===== src/rtl/tl_sensor_if.sv =====
// tl_sensor_if: per-street vehicle queue counters driving Ta/Tb occupancy for the traffic light controller.
// Define TL_DEBOUNCE_EN to insert a DEBOUNCE-sample stability filter after each detector synchronizer.
module tl_sensor_if #(
  parameter int CNT_W         = 4,
  parameter int DEPART_CYCLES = 8,
  parameter int DEBOUNCE      = 3
) (
  input  logic             clk,
  input  logic             reset_n,
  input  logic             det_a,
  input  logic             det_b,
  input  logic [1:0]       La,
  input  logic [1:0]       Lb,
  output logic             Ta,
  output logic             Tb,
  output logic [CNT_W-1:0] cnt_a,
  output logic [CNT_W-1:0] cnt_b,
  output logic             ovf
);
  localparam int TW = DEPART_CYCLES > 1 ? $clog2(DEPART_CYCLES) : 1;
  localparam logic [CNT_W-1:0] MAX = '1;
  if (DEBOUNCE < 1 || DEPART_CYCLES < 1) begin : g_bad_param
    $error("tl_sensor_if: DEBOUNCE and DEPART_CYCLES must be >= 1");
  end
  logic [1:0] det, s1, s2, filt, filt_d, arr, dep, green, full, occ;
  logic [CNT_W-1:0] cnt [2];
  logic [CNT_W-1:0] cnt_nx [2];
  logic [TW-1:0] tmr [2];
  assign det   = {det_b, det_a};
  assign green = {Lb == 2'b00, La == 2'b00};
  assign arr   = filt & ~filt_d;
  assign full  = {cnt[1] == MAX, cnt[0] == MAX};
`ifdef TL_DEBOUNCE_EN
  localparam int SW = $clog2(DEBOUNCE + 1);
  logic [SW-1:0] stab [2];
  // stab counts consecutive synchronized samples that disagree with the accepted level
  always_ff @(posedge clk or negedge reset_n) begin
    if (!reset_n) begin
      filt <= '0;
      for (int i = 0; i < 2; i++) stab[i] <= '0;
    end else begin
      for (int i = 0; i < 2; i++) begin
        if (s2[i] == filt[i]) stab[i] <= '0;
        else if (stab[i] == SW'(DEBOUNCE - 1)) begin
          filt[i] <= s2[i];
          stab[i] <= '0;
        end else stab[i] <= stab[i] + 1'b1;
      end
    end
  end
`else
  assign filt = s2;
`endif
  // simultaneous arrival and departure cancel, so a full queue never flags overflow then
  always_comb begin
    dep = '0;
    for (int i = 0; i < 2; i++) begin
      dep[i]    = green[i] && cnt[i] != '0 && tmr[i] == TW'(DEPART_CYCLES - 1);
      cnt_nx[i] = (arr[i] && !dep[i] && cnt[i] != MAX) ? cnt[i] + 1'b1 :
                  (dep[i] && !arr[i]) ? cnt[i] - 1'b1 : cnt[i];
    end
  end
  always_ff @(posedge clk or negedge reset_n) begin
    if (!reset_n) begin
      s1     <= '0;
      s2     <= '0;
      filt_d <= '0;
      occ    <= '0;
      ovf    <= 1'b0;
      for (int i = 0; i < 2; i++) begin
        cnt[i] <= '0;
        tmr[i] <= '0;
      end
    end else begin
      s1     <= det;
      s2     <= s1;
      filt_d <= filt;
      ovf    <= ovf | |(arr & ~dep & full);
      for (int i = 0; i < 2; i++) begin
        cnt[i] <= cnt_nx[i];
        occ[i] <= cnt_nx[i] != '0;
        tmr[i] <= (!green[i] || cnt[i] == '0 || dep[i]) ? '0 : tmr[i] + 1'b1;
      end
    end
  end
  assign cnt_a = cnt[0];
  assign cnt_b = cnt[1];
  assign Ta    = occ[0];
  assign Tb    = occ[1];
endmodule


===== config.mk =====
export PLATFORM = sky130hd
export DESIGN_NAME = tl_sensor_if
export DESIGN_NICKNAME = d
export VERILOG_FILES = /design/src/rtl/tl_sensor_if.sv
export SDC_FILE = /design/constraint.sdc
export NUM_CORES = 1
export LEC_CHECK = 0
export CAP_MARGIN = 15
export CORE_UTILIZATION = 40
export DETAILED_ROUTE_END_ITERATION = 8
export GPL_TIMING_DRIVEN = 0
export PLACE_DENSITY = 0.6
export SLEW_MARGIN = 15
export SYNTH_ARGS = -nofsm -noshare
export SYNTH_HDL_FRONTEND = slang
export SYNTH_SLANG_ARGS = --single-unit

===== constraint.sdc =====
create_clock -name clk -period 3.4 [get_ports clk]
set_input_delay 0.51 -clock clk [delete_from_list [all_inputs] [get_ports clk]]
set_output_delay 0.51 -clock clk [all_outputs]
set_load 0.005 [all_outputs]

-- Word-level counts from Yosys, hierarchy flattened
Cells that the tools add are included.
- bits of input ports: 8
- register bits after elaboration: 23
- logic and storage cells: 62
- output and inout port bits: 11
- equality and inequality tests: 6
- add/sub/neg operators: 6
- reductions and logical operators: 29
- bitwise logic cells: 6
- mux-type cells: 6
- operators with widths (operator ; count):
    4-bit two-way mux ; 4
    4-bit nonzero test ; 4
    1-bit logical AND ; 10
    4-bit by 1-bit adder with 4-bit output (second input constant) ; 2
    4-bit == test (second input constant) ; 2
    4-bit logical NOT ; 2
    4-bit inequality test (second input constant) ; 2
    4-bit by 1-bit subtractor with 4-bit output (second input constant) ; 2
    3-bit by 1-bit adder with 3-bit output (second input constant) ; 2
    2-bit bitwise AND ; 3
    3-bit == test (second input constant) ; 2
    1-bit logical NOT ; 6
    3-bit two-way mux ; 2
    2-bit logical NOT ; 2
    1-bit logical OR ; 4
    2-bit NOT ; 2
    2-bit OR reduction ; 1
    1-bit OR ; 1

-- Logic depth before layout (Yosys ltp)
- depth in word-level cells: 8
- mapped depth: 7
- mapped depth without buffers: 7

-- Worst setup path after synthesis
OpenSTA, ideal clock, no wires.
- kind: register to register
- from: register cnt, in the netlist cnt_a[1]
- to: register occ[0]
- buffers on the path: 0
- setup time: 139 ps
- path slack: 1254 ps
- period minus slack after synthesis: 2146 ps
- data required time: 3261 ps
- stages on the path, launching flop included: 8
- arrival: 2008 ps
- path through: dfrtp_1 -> inv_1 -> ha_1 -> or3b_4 -> a21oi_4 -> nand3b_1 -> a31o_1 -> or4_1
- RTL lines (what ; RTL line ; text):
    from (decl) ; 26 ; logic [CNT_W-1:0] cnt [2];
    from (signal, indexed assignment) ; 80 ; cnt[i] <= cnt_nx[i];
    to (signal assigned) ; 68 ; occ <= '0;
    to (signal, indexed assignment) ; 81 ; occ[i] <= cnt_nx[i] != '0;
    to (decl) ; 25 ; logic [1:0] det, s1, s2, filt, filt_d, arr, dep, green, full, occ;

==> impl_summary.log <==
INFO  metric status = finished, final reports clean
INFO  metric ir_drop = 423.2 uV
INFO  metric tritoncts = built
INFO  metric globalRouteTotalUtil = 0.1634
INFO  metric cts.sinks = 23
INFO  metric nets = 145
INFO  metric post_cts_resize_count = 0
INFO  metric drive_gt1_frac = 0.09375
INFO  metric synth-async-reset-ratio = 1.000
INFO  metric vias = 903
INFO  metric setup_slack = 1047 ps
INFO  metric hold_ws = 365.1 ps
INFO  metric max-clock-path-buffers = 2
INFO  metric cell_count_after_placement = 155
INFO  metric crit_path_start = tmr[3]$_DFF_PN0_
INFO  metric io_buffer_count = 18
INFO  metric post_synth_instance_area = 1186 um^2
INFO  metric dieArea = 3187 um^2
INFO  metric placement.cell_area = 1405 um^2
INFO  metric rsz0062_at_grt = no
INFO  metric critPathKind = reg -> reg
INFO  metric finish.utilization = 0.5151
INFO  metric power_leakage = 0.6135 nW
INFO  metric layout.area.seq = 575.6 um^2
INFO  metric mostFrequentLayoutCell = dfrtp_1
INFO  metric rows = 19
INFO  metric clk-insertion-delay-late = 300 ps
INFO  metric timing.reg2reg.worst_path_depth = 7
INFO  metric via_per_inst = 5.679
INFO  metric fill_cells = 256
INFO  metric hold_violations = 0
INFO  metric finalCritPeriodShare = 0.6922
INFO  metric timing.hold.worst.class = reg -> reg
INFO  metric synth-seq-cells = 23
INFO  metric antenna_found_initial = 0
INFO  metric cts_root_buffer = clkbuf_4
INFO  metric cts.clk_slew.worst_paths = 120 ps
INFO  metric placement.setup.worst_slack = 725.8 ps
INFO  metric finClkSkew = 2.335 ps
INFO  metric antenna_left = 0
INFO  metric overflow = 0
INFO  metric tightest_slew = 970.7 ps
INFO  metric stdcell_count = 159
INFO  metric layout.cell_area.non_filler = 1433 um^2
INFO  metric core_area = 2781 um^2
INFO  metric finalCriticalPeriod = 2353 ps
INFO  metric start_util = 0.4265
INFO  metric cp-start-kind = flip-flop
INFO  metric die_w = 56.46 um
INFO  metric area.growth.synth_to_final = 20.78%
INFO  metric first_iter_violations = 6
INFO  metric post_synth.cell_area_avg = 11.19 um^2
INFO  metric holdBufCountCts = 0
INFO  metric multiInputGateArea = 580.6 um^2
INFO  metric wl_per_cell = 13.70 um
INFO  metric last_element_of_the_critical_path = occ[0]$_DFF_PN0_
INFO  metric post_synth_cell_types = 41
INFO  metric grt_first_pass_wirelength = 4.167 mm
INFO  metric finalSetupTns = 0 ps
INFO  metric seq_area_frac_synth = 0.4852
INFO  metric synth.yosys.warnings = 0
INFO  metric crit-reg2reg-launch = tmr[3]$_DFF_PN0_
INFO  metric finalMaxSlewViolations = 0
INFO  metric crit_required = 3580 ps
INFO  metric most-common-layout-cells = 23 x dfrtp_1, 18 x clkdlybuf4s50_1, 8 x ha_1
INFO  metric route.detailed.drc = 0
INFO  metric postSynthNetCount = 122
INFO  metric post_route_total_power = 985.9 uW
INFO  metric synth_enable_flop_cells = 0
INFO  metric cts_made_buffers = 3
INFO  metric path_max_fanout = 3
INFO  metric gp_congestion = 0.7754
INFO  metric routed_wl = 2.179 mm
INFO  metric pin_count_of_the_biggest_net_entering_global_routing = 24
INFO  metric dr.pass1.iters = 4
INFO  metric setup_fix_bufs_post_cts = 0
INFO  metric setup.worst_path.end_class = flip-flop
INFO  metric floorplan.die.height = 56.46 um
INFO  metric headroom_to_the_max_slew_limit = 0.3508
INFO  metric post_synth_inst_count = 106
INFO  metric synth_flop_cell = dfrtp_1
INFO  metric n_antenna_cell = 0
INFO  metric timing.fmax = 0.4249 GHz
INFO  metric setup_viol_count_final = 0
INFO  metric critical_path_arrival = 2540 ps
INFO  metric critical_path.reg2reg.endpoint = occ[0]$_DFF_PN0_
INFO  metric hp-start = s1[1]$_DFF_PN0_
INFO  metric design.portCount = 19
INFO  metric rrSetupSlack = 1050 ps
INFO  metric cap_viol_max_count = 0
INFO  metric first_global_vias = 961
INFO  metric cts-htree-levels = 1
INFO  metric power.density_cell_area = 688.2 nW/um^2
INFO  metric post-dp-hpwl = 1.750 mm
## state kept, by name (all words and copies together), names as in the netlist
name / cells
filt: 2
cnt_a: 4
filt_d: 2
tmr: 6
s1: 2
cnt_b: 4
ovf: 1
occ: 2
## worst max-delay path, cell delays in order (launching register included)
cell and delay [ps]:
dfrtp_1 370, ha_1 160, ha_1 170, or3b_1 380, o21ai_0 350, nor3_1 120, o221a_2 310, or4_1 390
## worst min-delay path by stage
stage	to	cells past startpoint
floorplan	cnt_a[0]$_DFF_PN0_	0
global placement	filt[0]$_DFF_PN0_	0
detailed placement	filt[0]$_DFF_PN0_	0
CTS	filt[0]$_DFF_PN0_	0
global route	filt[1]$_DFF_PN0_	0
finish	filt[1]$_DFF_PN0_	0
## cell usage after synthesis (2+ instances only)
cell | number | area, um^2
nand3_1 | 5 | 25.02
ha_1 | 8 | 100.1
or4_1 | 3 | 22.52
nor3_1 | 3 | 15.01
nor2b_1 | 5 | 31.28
a21oi_1 | 3 | 15.01
nand4_1 | 2 | 12.51
nor3b_1 | 3 | 22.52
and2_1 | 4 | 25.02
nand2_1 | 2 | 7.510
o211ai_1 | 2 | 15.01
dfrtp_1 | 23 | 575.6
or3b_4 | 2 | 22.52
o21ai_0 | 4 | 20.02
xnor2_1 | 2 | 17.52
nor2_1 | 4 | 15.01
inv_1 | 5 | 18.77
nand2b_1 | 3 | 18.77
## per-layer routing
layer  up-vias  track usage  part of all wire
met5         -            0                 0
met4         0      0.04181            0.0060
met3         2      0.03456             0.023
met2        13       0.2891              0.52
met1       445       0.2009              0.45
li1        443            -                 -
## final cells by class
type | count | share of cell area
Buffer | 1 | 0.007860
Clock buffer | 3 | 0.01572
Clock inverter | 1 | 0.003493
Inverter | 5 | 0.01310
Multi-Input combinational cell | 77 | 0.4052
Sequential cell | 23 | 0.4017
Tap cell | 31 | 0.02707
Timing Repair Buffer | 18 | 0.1258
## cells by family after synthesis
group,count (synthesis),synth area share
flops,23,0.4852
fa+ha+maj,8,0.08439
buf+inv,6,0.02532
xor+xnor,2,0.01477
simple gates,45,0.2489
compound gates,22,0.1414
## power breakdown
group	internal [mW]	switching, mW
Combinational	0.247	0.176
Clock	0.0438	0.0782
Sequential	0.346	0.0945
Note: power is estimated with default switching activity, not from simulation.
